<file path="config.mk">
export PLATFORM = sky130hd
export DESIGN_NAME = rr_mux_arbiter4
export DESIGN_NICKNAME = d
export VERILOG_FILES = /design/src/rtl/rr_mux_arbiter4.sv
export SDC_FILE = /design/constraint.sdc
export NUM_CORES = 1
export LEC_CHECK = 0
export CAP_MARGIN = 10
export CORE_UTILIZATION = 32
export CTS_BUF_LIST = sky130_fd_sc_hd__clkbuf_16
export DETAILED_ROUTE_END_ITERATION = 10
export HOLD_SLACK_MARGIN = 0.1
export PLACE_DENSITY = 0.92
export SLEW_MARGIN = 20
export SYNTH_ARGS = -nofsm -noshare
export SYNTH_HDL_FRONTEND = slang
export SYNTH_SLANG_ARGS = --single-unit
</file>
<file path="constraint.sdc">
create_clock -name clk -period 5 [get_ports clk]
set_input_delay 1 -clock clk [delete_from_list [all_inputs] [get_ports clk]]
set_output_delay 1 -clock clk [all_outputs]
set_load 0.01 [all_outputs]
</file>
<file path="src/rtl/rr_mux_arbiter4.sv">
// Round-robin arbiter and sequencer for a shared 4:1 mux output path.
// One source owns the select at a time. It keeps ownership for up to MAX_HOLD
// accepted beats, or until it drops its request. Priority then rotates to the
// next index. Every release costs one IDLE cycle before the next owner is
// chosen. The consumer side uses a valid/ready handshake. The grant output is
// a one-hot accept strobe to the owning source.
module rr_mux_arbiter4 #(
  parameter int WIDTH    = 32,
  // Legal range is 1..255; the beat counter is 8 bits wide.
  parameter int MAX_HOLD = 4
) (
  input  logic             clk,
  input  logic             reset,
  input  logic [3:0]       req,
  input  logic [WIDTH-1:0] data_a,
  input  logic [WIDTH-1:0] data_b,
  input  logic [WIDTH-1:0] data_c,
  input  logic [WIDTH-1:0] data_d,
  input  logic             out_ready,
  output logic             out_valid,
  output logic [WIDTH-1:0] out_data,
  output logic [1:0]       out_src,
  output logic [3:0]       grant
);

  // Counter value at which the next accepted beat is the last one allowed.
  localparam logic [7:0] LAST_CNT = 8'(MAX_HOLD - 1);

  typedef enum logic {
    ST_IDLE  = 1'b0,
    ST_GRANT = 1'b1
  } state_t;

  state_t           state_q;
  logic [1:0]       sel_q;     // current owner / mux select
  logic [1:0]       ptr_q;     // highest-priority index for the next pick
  logic [7:0]       cnt_q;     // beats accepted under the current grant

  logic             in_grant;
  logic             owner_req;
  logic             accept;
  logic             last_beat;
  logic             rel_grant;
  logic [WIDTH-1:0] mux_data;

  // First requester found when scanning ptr, ptr+1, ptr+2, ptr+3 (mod 4).
  // The loop walks from the farthest offset down, so the nearest hit wins.
  function automatic logic [1:0] rr_pick(input logic [3:0] r, input logic [1:0] p);
    logic [1:0] idx;
    rr_pick = p;
    for (int k = 3; k >= 0; k--) begin
      idx = p + 2'(k);
      if (r[idx]) rr_pick = idx;
    end
  endfunction

  assign in_grant  = (state_q == ST_GRANT);
  assign owner_req = req[sel_q];
  assign out_valid = in_grant & owner_req;
  assign accept    = out_valid & out_ready;
  assign last_beat = (cnt_q == LAST_CNT);

  // Release after the final permitted beat is accepted, or when the owner
  // withdraws its request. A dropped request never coincides with an accept,
  // because out_valid follows the request.
  assign rel_grant = (accept & last_beat) | (in_grant & ~owner_req);

  // Shared 4:1 data mux driven by the registered select.
  always_comb begin
    mux_data = data_a;
    case (sel_q)
      2'd0:    mux_data = data_a;
      2'd1:    mux_data = data_b;
      2'd2:    mux_data = data_c;
      default: mux_data = data_d;
    endcase
  end

  // Outputs are zero when no beat is offered. out_src comes straight from the
  // select register, so it cannot glitch.
  assign out_data = out_valid ? mux_data : '0;
  assign out_src  = sel_q;
  assign grant    = accept ? (4'b0001 << sel_q) : 4'b0000;

  // Arbitration FSM: choose an owner in IDLE, count beats in GRANT, then rotate.
  always_ff @(posedge clk or posedge reset) begin
    if (reset) begin
      state_q <= ST_IDLE;
      sel_q   <= 2'd0;
      ptr_q   <= 2'd0;
      cnt_q   <= 8'd0;
    end else begin
      case (state_q)
        ST_IDLE: begin
          if (|req) begin
            sel_q   <= rr_pick(req, ptr_q);
            cnt_q   <= 8'd0;
            state_q <= ST_GRANT;
          end
        end
        ST_GRANT: begin
          if (rel_grant) begin
            state_q <= ST_IDLE;
            ptr_q   <= sel_q + 2'd1;
            cnt_q   <= 8'd0;
          end else if (accept) begin
            cnt_q   <= cnt_q + 8'd1;
          end
        end
        default: state_q <= ST_IDLE;
      endcase
    end
  end

endmodule

</file>
* Word-level counts from Yosys, hierarchy flattened
Index checks and enable logic that the tools add are counted.
** Storage, ports and cells
- Flip-flop bits (word level) :: 13
- Word-level logic and storage cells :: 56
** Cells by class
- Add/sub/neg operators :: 5
- $lt $le $gt $ge :: 5
- Equality and inequality tests :: 5
- Shifts and indexed selects :: 1
- Mux-type cells :: 24
- Bitwise logic cells :: 7
- Reduce and logical (&&, ||, !) cells :: 5
** Operator list (number)
- $pmux W32 S3 :: 1
- $mux W32 :: 1
- $mux W8 :: 3
- $pmux W8 S2 :: 1
- $lt A2 B3 Y1 const B :: 5
- $bmux W1 S2 :: 5
- $add A8 B1 Y8 const B :: 1
- $eq A8 B2 Y1 const B :: 1
- $mux W2 :: 4
- $mux W1 :: 7
- $reduce_and A2 Y1 :: 3
- $add A2 B1 Y2 const B :: 2
- $add A2 B2 Y2 const B :: 2
- $and A1 B1 Y1 :: 4
- $mux W4 :: 1
- $reduce_or A4 Y1 :: 1
- $shl A1 B2 Y4 const A :: 1
- $ne A3 B1 Y1 const B :: 1
- $eq A2 B1 Y1 const B :: 1
- $eq A2 B2 Y1 const B :: 1
- $logic_not A2 Y1 :: 1
- $ne A2 B2 Y1 const B :: 1
- $not A1 Y1 :: 2
- $pmux W1 S2 :: 1
- $or A1 B1 Y1 :: 1

* Longest topological paths before layout
- Word-level depth :: 8
- Depth in mapped cells :: 8
- Gate-level depth less buffers :: 6

* Least setup slack after synthesis
Ideal clock, no wire load.
- Path type :: input to output
- From :: in req[1]
- To :: out grant[0]
- Arrival time :: 1.939 ns
- Slack :: 2.061 ns
- Stages :: 5
- Path buffers :: 1
- Cells stage by stage :: buf_6 mux2i_1 o22a_1 clkinv_1 and3_1
** Between the ends
- Longest elaborated chain between the ends :: 5
** Ends and longest elaborated chain
- start, declared :: RTL line 14 : input logic [3:0] req,
- $bmux W1 S2 :: RTL line 58 : assign owner_req = req[sel_q];
- $mux W1 (not written as such) :: RTL line 58
- $and A1 B1 Y1 :: RTL line 59 : assign out_valid = in_grant & owner_req;
- net out_valid :: RTL line 20 : output logic out_valid,
- $and A1 B1 Y1 :: RTL line 60 : assign accept = out_valid & out_ready;
- $mux W4 :: RTL line 83 : assign grant = accept ? (4'b0001 << sel_q) : 4'b0000;
- end, declared :: RTL line 23 : output logic [3:0] grant
The timed path passes the listed nets, and every way through them passes these cells. The select of a mux whose other input is x is not followed.

* Worst setup path after layout
- From :: in req[1]
- To :: out grant[1]
** Between the ends
- Longest elaborated chain between the ends :: 5
** Ends and longest elaborated chain (RTL line)
- $bmux W1 S2 :: 58
- $mux W1 (not written as such) :: 58
- $and A1 B1 Y1 :: 59
- $and A1 B1 Y1 :: 60
- $mux W4 :: 83
No other way between the ends. The select of a mux whose other input is x is not followed.

==> impl_metrics.py <==
metrics = {
    "run_status": {
        "status": "complete, no violations",
    },
    "clock_network": {
        "cts-hold-fix-buffers": 0,
        "path_clk_slew_ps": 40,
        "cts_setup_buffers": 0,
        "clk_latency_ps": 240,
        "clockBufferDepth": 2,
        "htree_num_levels": 1,
        "cts_tree": "built",
        "tritoncts.num_buffers": 3,
        "root_buffer": "clkbuf_16",
        "clock-sinks": 13,
        "cts_resized": 0,
    },
    "layout": {
        "multi_input_area_um2": 1280,
        "syn2layout_area_growth_pct": 107,
        "nNetsFinal": 549,
        "seq_area_um2": 325,
        "finalInstanceArea_um2": 3560,
        "post-route-util": 0.693,
        "drive_gt1_frac": 0.0344,
        "instances_no_fill": 477,
        "fillCellCount": 437,
        "diodes": 0,
    },
    "timing": {
        "fin_crit_sh": 0.862,
        "final-hold-violation-count": 0,
        "slew_viol_final": 0,
        "final-setup-viol-count": 0,
        "worstMarginPinSlew_ps": 831,
        "grt_setup_unrepaired": "false",
        "worst_slew_margin_rel": 0.446,
        "skew_ps": 5.15,
        "setup_total_negative_slack_ps": 0,
        "max_freq_mhz": 232,
        "setup_slack_ps": 689,
        "finalHoldWorstSlack_ps": 558,
        "layout_min_cycle_time_ps": 4310,
    },
    "setup_path": {
        "crit_arrival_ps": 3310,
        "crit_type": "primary input to output pin",
        "cp_max_fo": 25,
        "cp.required_ps": 4000,
        "crit_path_end_kind": "output pin",
        "cp-start-kind": "primary input",
    },
    "power": {
        "power.density_nw_per_um2": 451,
        "leakagePower_nw": 1.37,
        "vdd_ir_drop_max_mv": 0.232,
        "total_power_mw": 1.61,
    },
    "yosys": {
        "yosysTopAreaCellShare": 0.189,
        "synthMostInstantiatedCell": "nor2_1",
        "seq_area_frac_synth": 0.189,
        "avgSynthCellArea_um2": 6.87,
        "netlist_area_um2": 1720,
        "synth-edff-count": 0,
        "synthTopCellsByArea": "dfrtp_1, a222oi_1, nor2_1",
        "synth.cells.most_frequent": "nor2_1, a21oi_1, a222oi_1",
        "ys_warn_count": 0,
        "yosys.area.top_type": "dfrtp_1",
        "ys_ff_latch": 13,
        "synth_flop_cell": "dfrtp_1",
        "syn_inst": 250,
        "synthArstFlopShare": 1.00,
        "synth_cell_types": 32,
        "syn_nets": 391,
    },
    "place": {
        "dp_cells": 473,
        "hpwl_um": 6310,
        "portBuffers": 173,
        "placed_cell_area_um2": 3470,
        "routabilityCongestion": 0.961,
        "dp_slack_ps": 266,
    },
    "die": {
        "rows": 26,
        "pin_count": 174,
        "die_x_um": 75.3,
        "dieHeight_um": 75.3,
        "initial_utilization": 0.334,
        "dieArea_um2": 5670,
        "core-area_um2": 5140,
    },
    "worst_hold_path": {
        "hold_path.class": "flop to flop",
    },
    "grt": {
        "antenna_found_initial": 0,
        "grt_max_degree": 65,
        "grt_pass1_wl_um": 11400,
        "grt_pass1_vias": 2592,
        "overflow": 0,
        "grt_usage": 0.260,
    },
    "drt": {
        "num_vias": 2731,
        "drc": 0,
        "drtIter0Drc": 250,
        "vias_per_cell": 5.73,
        "routed_wl_um": 7990,
        "wl_per_cell_um": 16.7,
        "drt_first_pass_iters": 5,
        "ant_nets": 0,
    },
    "job": {
        "maxCapViolCount": 0,
    },
}
## power breakdown
| part | switching, mW | leakage, nW | total [mW] | internal, mW |
|---|---|---|---|---|
| Sequential | 0.0514 | 0.170 | 0.184 | 0.133 |
| Combinational | 0.660 | 1.16 | 1.27 | 0.613 |
| Clock | 0.0444 | 0.0423 | 0.150 | 0.105 |
| Total | 0.756 | 1.37 | 1.61 | 0.851 |
## layer usage
metal	track usage	vias up	part of all wire	wire, um
li1	-	1279	-	-
met1	0.289	1274	0.37	2960
met2	0.491	164	0.52	4160
met3	0.0643	14	0.093	741
met4	0.0658	0	0.015	122
met5	0	-	0	0
## final timing paths
check | from | end | slack [ps] | depth (start not counted)
max | req[1] | grant[1] | 690 | 6
min | cnt_q[0]$_DFFE_PP0P_ | cnt_q[0]$_DFFE_PP0P_ | 560 | 2
max reg2reg | out_src[1]$_DFFE_PP0P_ | cnt_q[2]$_DFFE_PP0P_ | 2620 | 5
min reg2reg | cnt_q[0]$_DFFE_PP0P_ | cnt_q[0]$_DFFE_PP0P_ | 560 | 2
max in group asynchronous | reset | cnt_q[1]$_DFFE_PP0P_ | 3570 | 2
min in group asynchronous | reset | cnt_q[4]$_DFFE_PP0P_ | 1090 | 2
## area by class of cell
cell class | instances | share of cell area
clock buffers | 3 | 0.0211
multi-input cells | 205 | 0.359
clock inverters | 1 | 0.00105
well taps | 70 | 0.0246
repair buffers | 177 | 0.495
flip-flops and latches | 13 | 0.0913
inverters | 8 | 0.00843
## sequential cells by signal, summed over array words and instances (netlist names)
register,cells
cnt_q,8
in_grant,1
out_src,2
ptr_q,2
## worst max-delay path: stages
cell and delay (ps):
clkdlybuf4s50_1 540, mux2i_1 200, o22a_2 470, clkinv_1 340, and3_1 280, clkdlybuf4s50_1 470
## logic make-up (layout without fill, tap and decap cells)
logic type,after synthesis,in the layout,share of synthesized area
mux,6,6,0.0430
fa+ha+maj,6,6,0.0437
flops,13,13,0.189
buf+inv,32,189,0.0743
simple gates,102,102,0.263
compound gates,91,91,0.387
## layout by cell type (no fill, tap or decap)
cell type	count
nand4_1	1
ha_1	5
a21oi_1	41
a22o_4	1
buf_4	4
a21o_2	1
clkinv_1	1
ha_4	1
mux2i_1	4
nand3b_1	1
clkdlybuf4s50_1	173
nand2b_1	1
dfrtp_1	13
or3_2	1
and3_1	5
a221o_1	1
a2bb2oi_1	1
a222oi_1	32
nor2_1	70
inv_1	8
o221ai_1	2
mux2_2	1
and2_1	2
or4_1	5
mux4_2	1
nand2_1	5
o22a_2	1
clkbuf_16	3
nand3_1	6
nor2b_1	3
nor4_1	2
o21ai_0	6
o31ai_1	5
(Power assumes the default switching activity.)
